--- src/rtl/ram_arb_pkg.sv ---
// Shared types and constants for the two-requester RAM round-robin arbiter.
package ram_arb_pkg;

  localparam int NUM_REQ = 2;
  localparam int ADDR_W  = 3;
  localparam int DATA_W  = 8;

  // Identifies one of the two requesters.
  typedef logic req_id_t;

  // One RAM access as selected from the winning requester.
  typedef struct packed {
    logic              we;
    logic [ADDR_W-1:0] addr;
    logic [DATA_W-1:0] wdata;
  } ram_req_t;

  // Converts a requester id into its one-hot strobe position.
  function automatic logic [NUM_REQ-1:0] id_to_onehot(input req_id_t id);
    logic [NUM_REQ-1:0] oh;
    oh     = '0;
    oh[id] = 1'b1;
    return oh;
  endfunction

endpackage

--- src/rtl/rr_arb2.sv ---
// Two-way round-robin grant generator: a lone requester always wins, and
// on contention the requester that did not win last time is chosen.
module rr_arb2
  import ram_arb_pkg::*;
(
  input  logic [NUM_REQ-1:0] valid,
  input  req_id_t            last_gnt,
  output logic [NUM_REQ-1:0] gnt
);

  // Pure combinational grant selection from the request vector and history.
  always_comb begin
    gnt = '0;
    case (valid)
      2'b01:   gnt = 2'b01;
      2'b10:   gnt = 2'b10;
      2'b11:   gnt = last_gnt ? 2'b01 : 2'b10;
      default: gnt = '0;
    endcase
  end

endmodule

--- src/rtl/ram_rr_arbiter.sv ---
// Shares one single-port RAM between two valid/ready requesters using
// round-robin arbitration. The RAM is driven combinationally by the winner,
// and the read data is steered back to that requester one cycle later.
// Each requester also has a saturating grant counter for observation.
module ram_rr_arbiter #(
  parameter int ADDR_W = 3,
  parameter int DATA_W = 8,
  parameter int CNT_W  = 8
) (
  input  logic                clk,
  input  logic                reset,
  input  logic [1:0]          req_valid,
  output logic [1:0]          req_ready,
  input  logic [1:0]          req_we,
  input  logic [2*ADDR_W-1:0] req_addr,
  input  logic [2*DATA_W-1:0] req_wdata,
  output logic [1:0]          rsp_valid,
  output logic [DATA_W-1:0]   rsp_rdata,
  output logic                ram_write_en,
  output logic [ADDR_W-1:0]   ram_addr,
  output logic [DATA_W-1:0]   ram_data_in,
  input  logic [DATA_W-1:0]   ram_data_out,
  output logic [2*CNT_W-1:0]  grant_cnt
);

  import ram_arb_pkg::*;

  req_id_t          last_gnt;
  req_id_t          pend_id;
  req_id_t          win_id;
  logic             pend_vld;
  logic [1:0]       gnt;
  logic             xfer;
  ram_req_t         win;
  logic [CNT_W-1:0] cnt_q [NUM_REQ];

  rr_arb2 u_rr_arb2 (
    .valid    (req_valid),
    .last_gnt (last_gnt),
    .gnt      (gnt)
  );

  // Grants are held off while reset is high; the grant is already valid-masked.
  always_comb begin
    req_ready = reset ? 2'b00 : gnt;
    xfer      = |req_ready;
    win_id    = req_ready[1];
  end

  // Select the winning request's fields; an idle cycle drives all zeros.
  always_comb begin
    win = '0;
    if (xfer) begin
      win.we    = req_we[win_id];
      win.addr  = req_addr[int'(win_id)*ADDR_W +: ADDR_W];
      win.wdata = req_wdata[int'(win_id)*DATA_W +: DATA_W];
    end
  end

  // The RAM port follows the winner within the same cycle.
  always_comb begin
    ram_write_en = win.we;
    ram_addr     = win.addr;
    ram_data_in  = win.wdata;
  end

  // Round-robin history and the single outstanding-response slot.
  always_ff @(posedge clk or posedge reset) begin
    if (reset) begin
      last_gnt <= 1'b1;
      pend_vld <= 1'b0;
      pend_id  <= 1'b0;
    end else begin
      pend_vld <= xfer;
      if (xfer) begin
        pend_id  <= win_id;
        last_gnt <= win_id;
      end
    end
  end

  // Per-requester grant counters that stop at all-ones instead of wrapping.
  always_ff @(posedge clk or posedge reset) begin
    if (reset) begin
      for (int i = 0; i < NUM_REQ; i++) begin
        cnt_q[i] <= '0;
      end
    end else begin
      for (int i = 0; i < NUM_REQ; i++) begin
        if (req_ready[i] && (cnt_q[i] != {CNT_W{1'b1}})) begin
          cnt_q[i] <= cnt_q[i] + 1'b1;
        end
      end
    end
  end

  // Response strobe and data for the transfer made on the previous edge.
  always_comb begin
    rsp_valid = 2'b00;
    rsp_rdata = '0;
    if (pend_vld && !reset) begin
      rsp_valid = id_to_onehot(pend_id);
      rsp_rdata = ram_data_out;
    end
  end

  // Flatten the counters onto the packed observation port.
  always_comb begin
    grant_cnt = '0;
    for (int i = 0; i < NUM_REQ; i++) begin
      grant_cnt[i*CNT_W +: CNT_W] = cnt_q[i];
    end
  end

endmodule

--- config.mk ---
export PLATFORM = sky130hd
export DESIGN_NAME = ram_rr_arbiter
export DESIGN_NICKNAME = d
export VERILOG_FILES = /design/src/rtl/ram_arb_pkg.sv /design/src/rtl/rr_arb2.sv /design/src/rtl/ram_rr_arbiter.sv
export SDC_FILE = /design/constraint.sdc
export NUM_CORES = 1
export LEC_CHECK = 0
export BUFFER_PORTS_ARGS = -buffer_cell sky130_fd_sc_hd__buf_4
export CELL_PAD_IN_SITES_DETAIL_PLACEMENT = 1
export CELL_PAD_IN_SITES_GLOBAL_PLACEMENT = 2
export CORE_AREA = 3 3 54 106
export DETAILED_ROUTE_END_ITERATION = 10
export DIE_AREA = 0 0 57 109
export PLACE_DENSITY_LB_ADDON = 0.1
export SLEW_MARGIN = 10
export SYNTH_ARGS = -nofsm -noshare
export SYNTH_HDL_FRONTEND = slang
export SYNTH_SLANG_ARGS = --single-unit
--- constraint.sdc ---
create_clock -name clk -period 3.1 [get_ports clk]
set_input_delay 0.31 -clock clk [delete_from_list [all_inputs] [get_ports clk]]
set_output_delay 0.31 -clock clk [all_outputs]
set_load 0.03 [all_outputs]
==> results_dict.tcl, run 1 <==
set metrics [dict create \
    fin_cells 268 \
    cts_resized 0 \
    synthToLayoutAreaGrowth_pct 59.6 \
    gr-usage-all-layers_pct 12.1 \
    yosys.area_share.simple_pct 30.9 \
    synth_compound_gate_area_share_pct 8.36 \
    detail-route-antenna-nets 0 \
    grt_max_degree 22 \
    numPortBuffers 75 \
    overflow 0 \
    synth_adder_area_share_pct 2.20 \
    firstDrtPassIters 4 \
    setup_viol 0 \
    start_util_pct 23.0 \
    io_pins 76 \
    vias 1208 \
    drv_slew 0 \
    setup_tns_ps 0 \
    hold_buffers 0 \
    syn_nets 171 \
    grt_pass1_vias 1317 \
    synth-xor-area-share_pct 10.8 \
    viasPerCell 4.51 \
    synth.yosys.warnings 0 \
    synth_top_family_by_area "simple AND/OR/NAND/NOR gates" \
    fp.dieW_microns 57 \
    cts_root_buf "clkbuf_8" \
    place_inst 264 \
    worst_pin_slew_ps 431 \
    wl_per_cell_microns 13.7 \
    place.gp.congestion 0.710 \
    post_cts_buffers 0 \
    crit_path_start_kind "flip-flop" \
    ir_drop_uv 305 \
    p_leak_uw 0.000959 \
    ys_seq_area_share_pct 41.9 \
    hp-class "in -> async" \
    outcome "complete, no violations" \
    multi_input_area_sq_um 617 \
    core_region_area_sq_um 4950 \
    drtIter0Drc 16 \
    rsz0062_at_grt "no" \
    num_rows 36 \
    synthCells 133 \
    place_area_sq_um 1770 \
    finalCritPeriodShare_pct 66.4 \
    grt_pass1_wl_microns 6020 \
    netlist_area_sq_um 1140 \
    die-area_sq_um 6210 \
    drive_above_1_share_pct 41.7 \
    end_kind "primary output" \
    tritoncts "done" \
    routed_wl_microns 3680 \
    synth_mux_area_share_pct 1.98 \
    die_y_microns 109 \
    worst_clock_skew_ps 6.31 \
    period_minus_slack_ps 2060 \
    cts_max_path_buffers 2 \
    avgSynthCellArea_sq_um 8.55 \
    drc 0 \
    clkSlewWorstSetupHoldPaths_ps 80 \
    max_clock_freq_ghz 0.486 \
    yosys-top-cells-area "dfrtp_1, nand2_1, xor2_1" \
    cts_max_level 1 \
    powerDensity_nw_per_um2 647 \
    synth-seq-cells 19 \
    worst-setup-path-type "reg -> out" \
    yosys.area.top_type_share_pct 39.6 \
    cp.arrival_ps 1750 \
    finalPower_uw 1180 \
    ys_types 28 \
    crit_required_ps 2790 \
    clk_latency_ps 250 \
    maxCapViolCount 0 \
    dp_hpwl_microns 3130 \
    crit_path_max_fanout 21 \
    nFillCells 617 \
    numCtsBuffers 3 \
    regArea_sq_um 477 \
    finalHoldViolations 0 \
    final_nets 250 \
    diodes 0 \
    antenna_found_initial 0 \
    synth_top_cell_by_area "dfrtp_1" \
    fin_ws_ps 1040 \
    final_design_area_no_fill_sq_um 1820 \
    dp_slack_ps 1110 \
    cts_sinks 19 \
    relSlewSlack_pct 71.2 \
]
## path summary, 6_finish.rpt
kind                       depth (start not counted)            end  slack, ps          start
hold / removal                                     3       pend_vld        100          reset
setup / recovery                                   6    ram_addr[2]       1040       last_gnt
setup reg to reg                                   5   grant_cnt[9]       1480   grant_cnt[8]
max in group asynchronous                          3       last_gnt       2720          reset
min in group clk                                   3       last_gnt        350   req_valid[1]
hold reg to reg                                    1  grant_cnt[15]        510  grant_cnt[15]
## cells in the mapped netlist
master and count:
nor4_1 5, nand3_2 1, nor2b_1 2, mux2_2 2, nor3_1 3, dfstp_2 1
a21oi_1 14, buf_6 1, ha_1 2, nor3b_1 1, o21ai_0 1, clkbuf_1 1
a21o_1 1, buf_2 2, nand2_1 33, dfrtp_1 18, xor2_1 12, or3_1 1
inv_1 5, nand4_1 2, nor3_4 1, nand2b_1 2, o211ai_2 1, and2_1 9
nor2_1 4, nand3_1 5, xnor2_1 2, and2b_1 1
## area by class of cell
class / count / area share, %
clock buffer: 3 / 2.27
timing repair buffer: 78 / 32.3
tap: 57 / 3.93
sequential: 19 / 26.3
clock inverter: 1 / 0.276
multi-input combinational: 105 / 34.0
inverter: 5 / 1.03
## through the flow
| stage | utilization [%] | hold WS [ps] |
|---|---|---|
| 3_5_place_dp | 35.7 | 382 |
| 4_1_cts | 36.6 | 103 |
| 6_report | 36.6 | 103 |
| 3_3_place_gp | 35.7 | 379 |
| 5_1_grt | 36.6 | 141 |
| 2_1_floorplan | - | 275 |
## flip-flops by register name, indices dropped and copies added, names as in the netlist
name / flops
last_gnt: 1
pend_id: 1
grant_cnt: 16
pend_vld: 1
## report_power, final
group / switching [uW] / internal [uW] / total (uW)
combinational: 331 / 230 / 561
sequential: 111 / 332 / 443
clock: 81.6 / 89.2 / 171
## worst max-delay path, stage by stage (launching register included)
cell and delay (ps):
dfstp_2 550, a21o_1 110, buf_4 230, inv_1 240, nand2_1 140, a21oi_1 70
buf_4 170
## layout by cell type (no fill, tap or decap)
| cell | count |
|---|---|
| nand3_2 | 1 |
| and2_1 | 9 |
| clkbuf_8 | 3 |
| or3_1 | 1 |
| nand2_1 | 33 |
| and2b_1 | 1 |
| dfrtp_1 | 18 |
| nor3b_1 | 1 |
| o21ai_0 | 1 |
| xor2_1 | 12 |
| ha_1 | 2 |
| a21o_1 | 1 |
| o211ai_2 | 1 |
| a21oi_1 | 14 |
| nor2b_1 | 2 |
| nor3_4 | 1 |
| nand2b_1 | 2 |
| mux2_2 | 2 |
| nor2_1 | 4 |
| nor3_1 | 3 |
| nand3_1 | 5 |
| nand4_1 | 2 |
| clkinv_2 | 1 |
| nor4_1 | 5 |
| xnor2_1 | 2 |
| dfstp_2 | 1 |
| inv_1 | 5 |
| buf_4 | 78 |
## per-layer routing
layer | up-vias | wire, microns | global-route usage [%]
li1 | 596 | - | -
met2 | 45 | 2210 | 24.5
met5 | - | 0 | 0
met3 | 2 | 256 | 2.73
met4 | 0 | 38 | 3.98
met1 | 565 | 1170 | 11.3
## kinds of logic (layout without fill, tap and decap cells)
kind of cell | count (synthesis) | in the layout
AOI/OAI and AO/OA | 17 | 17
muxes | 2 | 2
DFF | 19 | 19
xor gates and xnor gates | 14 | 14
buffers and inverters | 9 | 87
and+or+nand+nor | 70 | 70
adders and majority gates | 2 | 2
No activity file was read; power rests on OpenSTA's default activity.
==> run 2, diff against run 1 <==
CORE_AREA = 3 3 57 111   (was 3 3 54 106)
DIE_AREA = 0 0 60 114   (was 0 0 57 109)
clock period = 2.1 ns   (was 3.1 ns; I/O delays follow)
==> results_dict.tcl, run 2 (same netlist as run 1, synthesis figures left out) <==
set metrics [dict create \
    post_cts_buffers 0 \
    cts_max_path_buffers 2 \
    grt_pass1_vias 1388 \
    crit_path_start_kind "flip-flop" \
    largest_reg_flops 16 \
    r2r-start "grant_cnt[8]" \
    p_leak_uw 0.000959 \
    start_util_pct 20.6 \
    period_minus_slack_ps 1840 \
    dp_hpwl_microns 3400 \
    crit_path_max_fanout 20 \
    detail-route-antenna-nets 0 \
    rsz0062_at_grt "no" \
    ir_drop_uv 614 \
    cts_resized 0 \
    setup_viol 0 \
    worst_clock_skew_ps 1.35 \
    max_clock_freq_ghz 0.542 \
    post-route-util_pct 33.0 \
    finalHoldViolations 0 \
    die-area_sq_um 6840 \
    synthToLayoutAreaGrowth_pct 60.0 \
    relSlewSlack_pct 69.8 \
    cp.arrival_ps 1630 \
    drtIter0Drc 24 \
    path_buf_inv 2 \
    finalCritPeriodShare_pct 87.8 \
    final_cell_mix "buf_4, nand2_1, dfrtp_1" \
    numPortBuffers 75 \
    drive_above_1_share_pct 41.7 \
    gr-usage-all-layers_pct 12.5 \
    wl_per_cell_microns 14.8 \
    reg2reg_depth 5 \
    outcome "complete, no violations" \
    fin_ws_ps 256 \
    max_stage_delay_ps 560 \
    antenna_found_initial 0 \
    setup_tns_ps 0 \
    grt_pass1_wl_microns 6540 \
    crit_chain "a21o_1 -> buf_4 -> nand2_1 -> a21oi_1 -> buf_4" \
    slowest_stage "dfstp_2" \
    num_rows 38 \
    clk_latency_ps 250 \
    numCtsBuffers 3 \
    viasPerCell 4.55 \
    tritoncts "done" \
    hold_buffers 0 \
    cts_max_level 1 \
    layout_commonest_cell "buf_4" \
    io_pins 76 \
    rr_endpoint "grant_cnt[9]" \
    cts_root_buf "clkbuf_8" \
    cts_sinks 19 \
    hp-class "in -> async" \
    final_design_area_no_fill_sq_um 1820 \
    path_delay_family "flip-flops" \
    maxCapViolCount 0 \
    dp_slack_ps 447 \
    drc 0 \
    die_y_microns 114 \
    core_region_area_sq_um 5520 \
    r2r_slack_ps 490 \
    grt_max_degree 21 \
    crit_required_ps 1890 \
    drv_slew 0 \
    diodes 0 \
    fp.dieW_microns 60 \
    overflow 0 \
    place.gp.congestion 0.703 \
    cp.depth 5 \
    clkSlewWorstSetupHoldPaths_ps 70 \
    firstDrtPassIters 3 \
    end_kind "primary output" \
    place_area_sq_um 1770 \
    final_nets 250 \
    cpMostUsedCell "buf_4" \
    vias 1234 \
    worst_pin_slew_ps 452 \
    powerDensity_nw_per_um2 957 \
    routed_wl_microns 4010 \
    worst-setup-path-type "reg -> out" \
]
## run 2: cell counts in the layout (fill, tap and decap cells not counted)
Identical to the previous run, type by type.
## run 2: how the worst max path moves through the flow
stage            startpoint        endpoint  slack [ps]
6_report           last_gnt  ram_data_in[1]         260
5_1_grt            last_gnt  ram_data_in[1]         120
4_1_cts            last_gnt  ram_data_in[3]         210
3_5_place_dp          reset  ram_data_in[1]         450
3_3_place_gp   grant_cnt[8]    grant_cnt[9]         530
2_1_floorplan         reset     ram_addr[0]         210
## run 2: cell type report
class                      count  area, sq um
inverter                       5         18.8
sequential                    19          477
tap                           60         75.1
clock inverter                 1         5.00
multi-input combinational    105          617
clock buffer                   3         41.3
fill                         696         3700
timing repair buffer          78          586
## run 2: worst reg2reg max path, delay by kind of cell, from the launching register on
family | cells | cell delay (ps)
adders and majority gates | 1 | 210
DFF | 1 | 410
muxes | 1 | 280
and+or+nand+nor | 3 | 600
## run 2: per-layer routing
layer  share of wire [%]  track usage (%)  vias up  wire length, microns
met3                 6.0             2.27        4                   242
met5                   0                0        -                     0
met4                 1.6             4.88        0                    63
met1                  32             11.8      584                  1300
li1                    -                -      596                     -
met2                  60             24.7       50                  2400
## run 2: through the flow
step | power, uW | instances | hold WS (ps)
finish | 1740 | 271 | 22.6
detailed placement | 1510 | 267 | 309
global route | 1870 | 271 | 46.1
CTS | 1780 | 271 | 24.5
floorplan | 1140 | 133 | 175
global placement | 1490 | 267 | 298
## run 2: report_power, final
group          total, uW  switching, uW  internal, uW
clock                256            124           132
combinational        833            492           341
sequential           652            162           490
total               1740            778           962
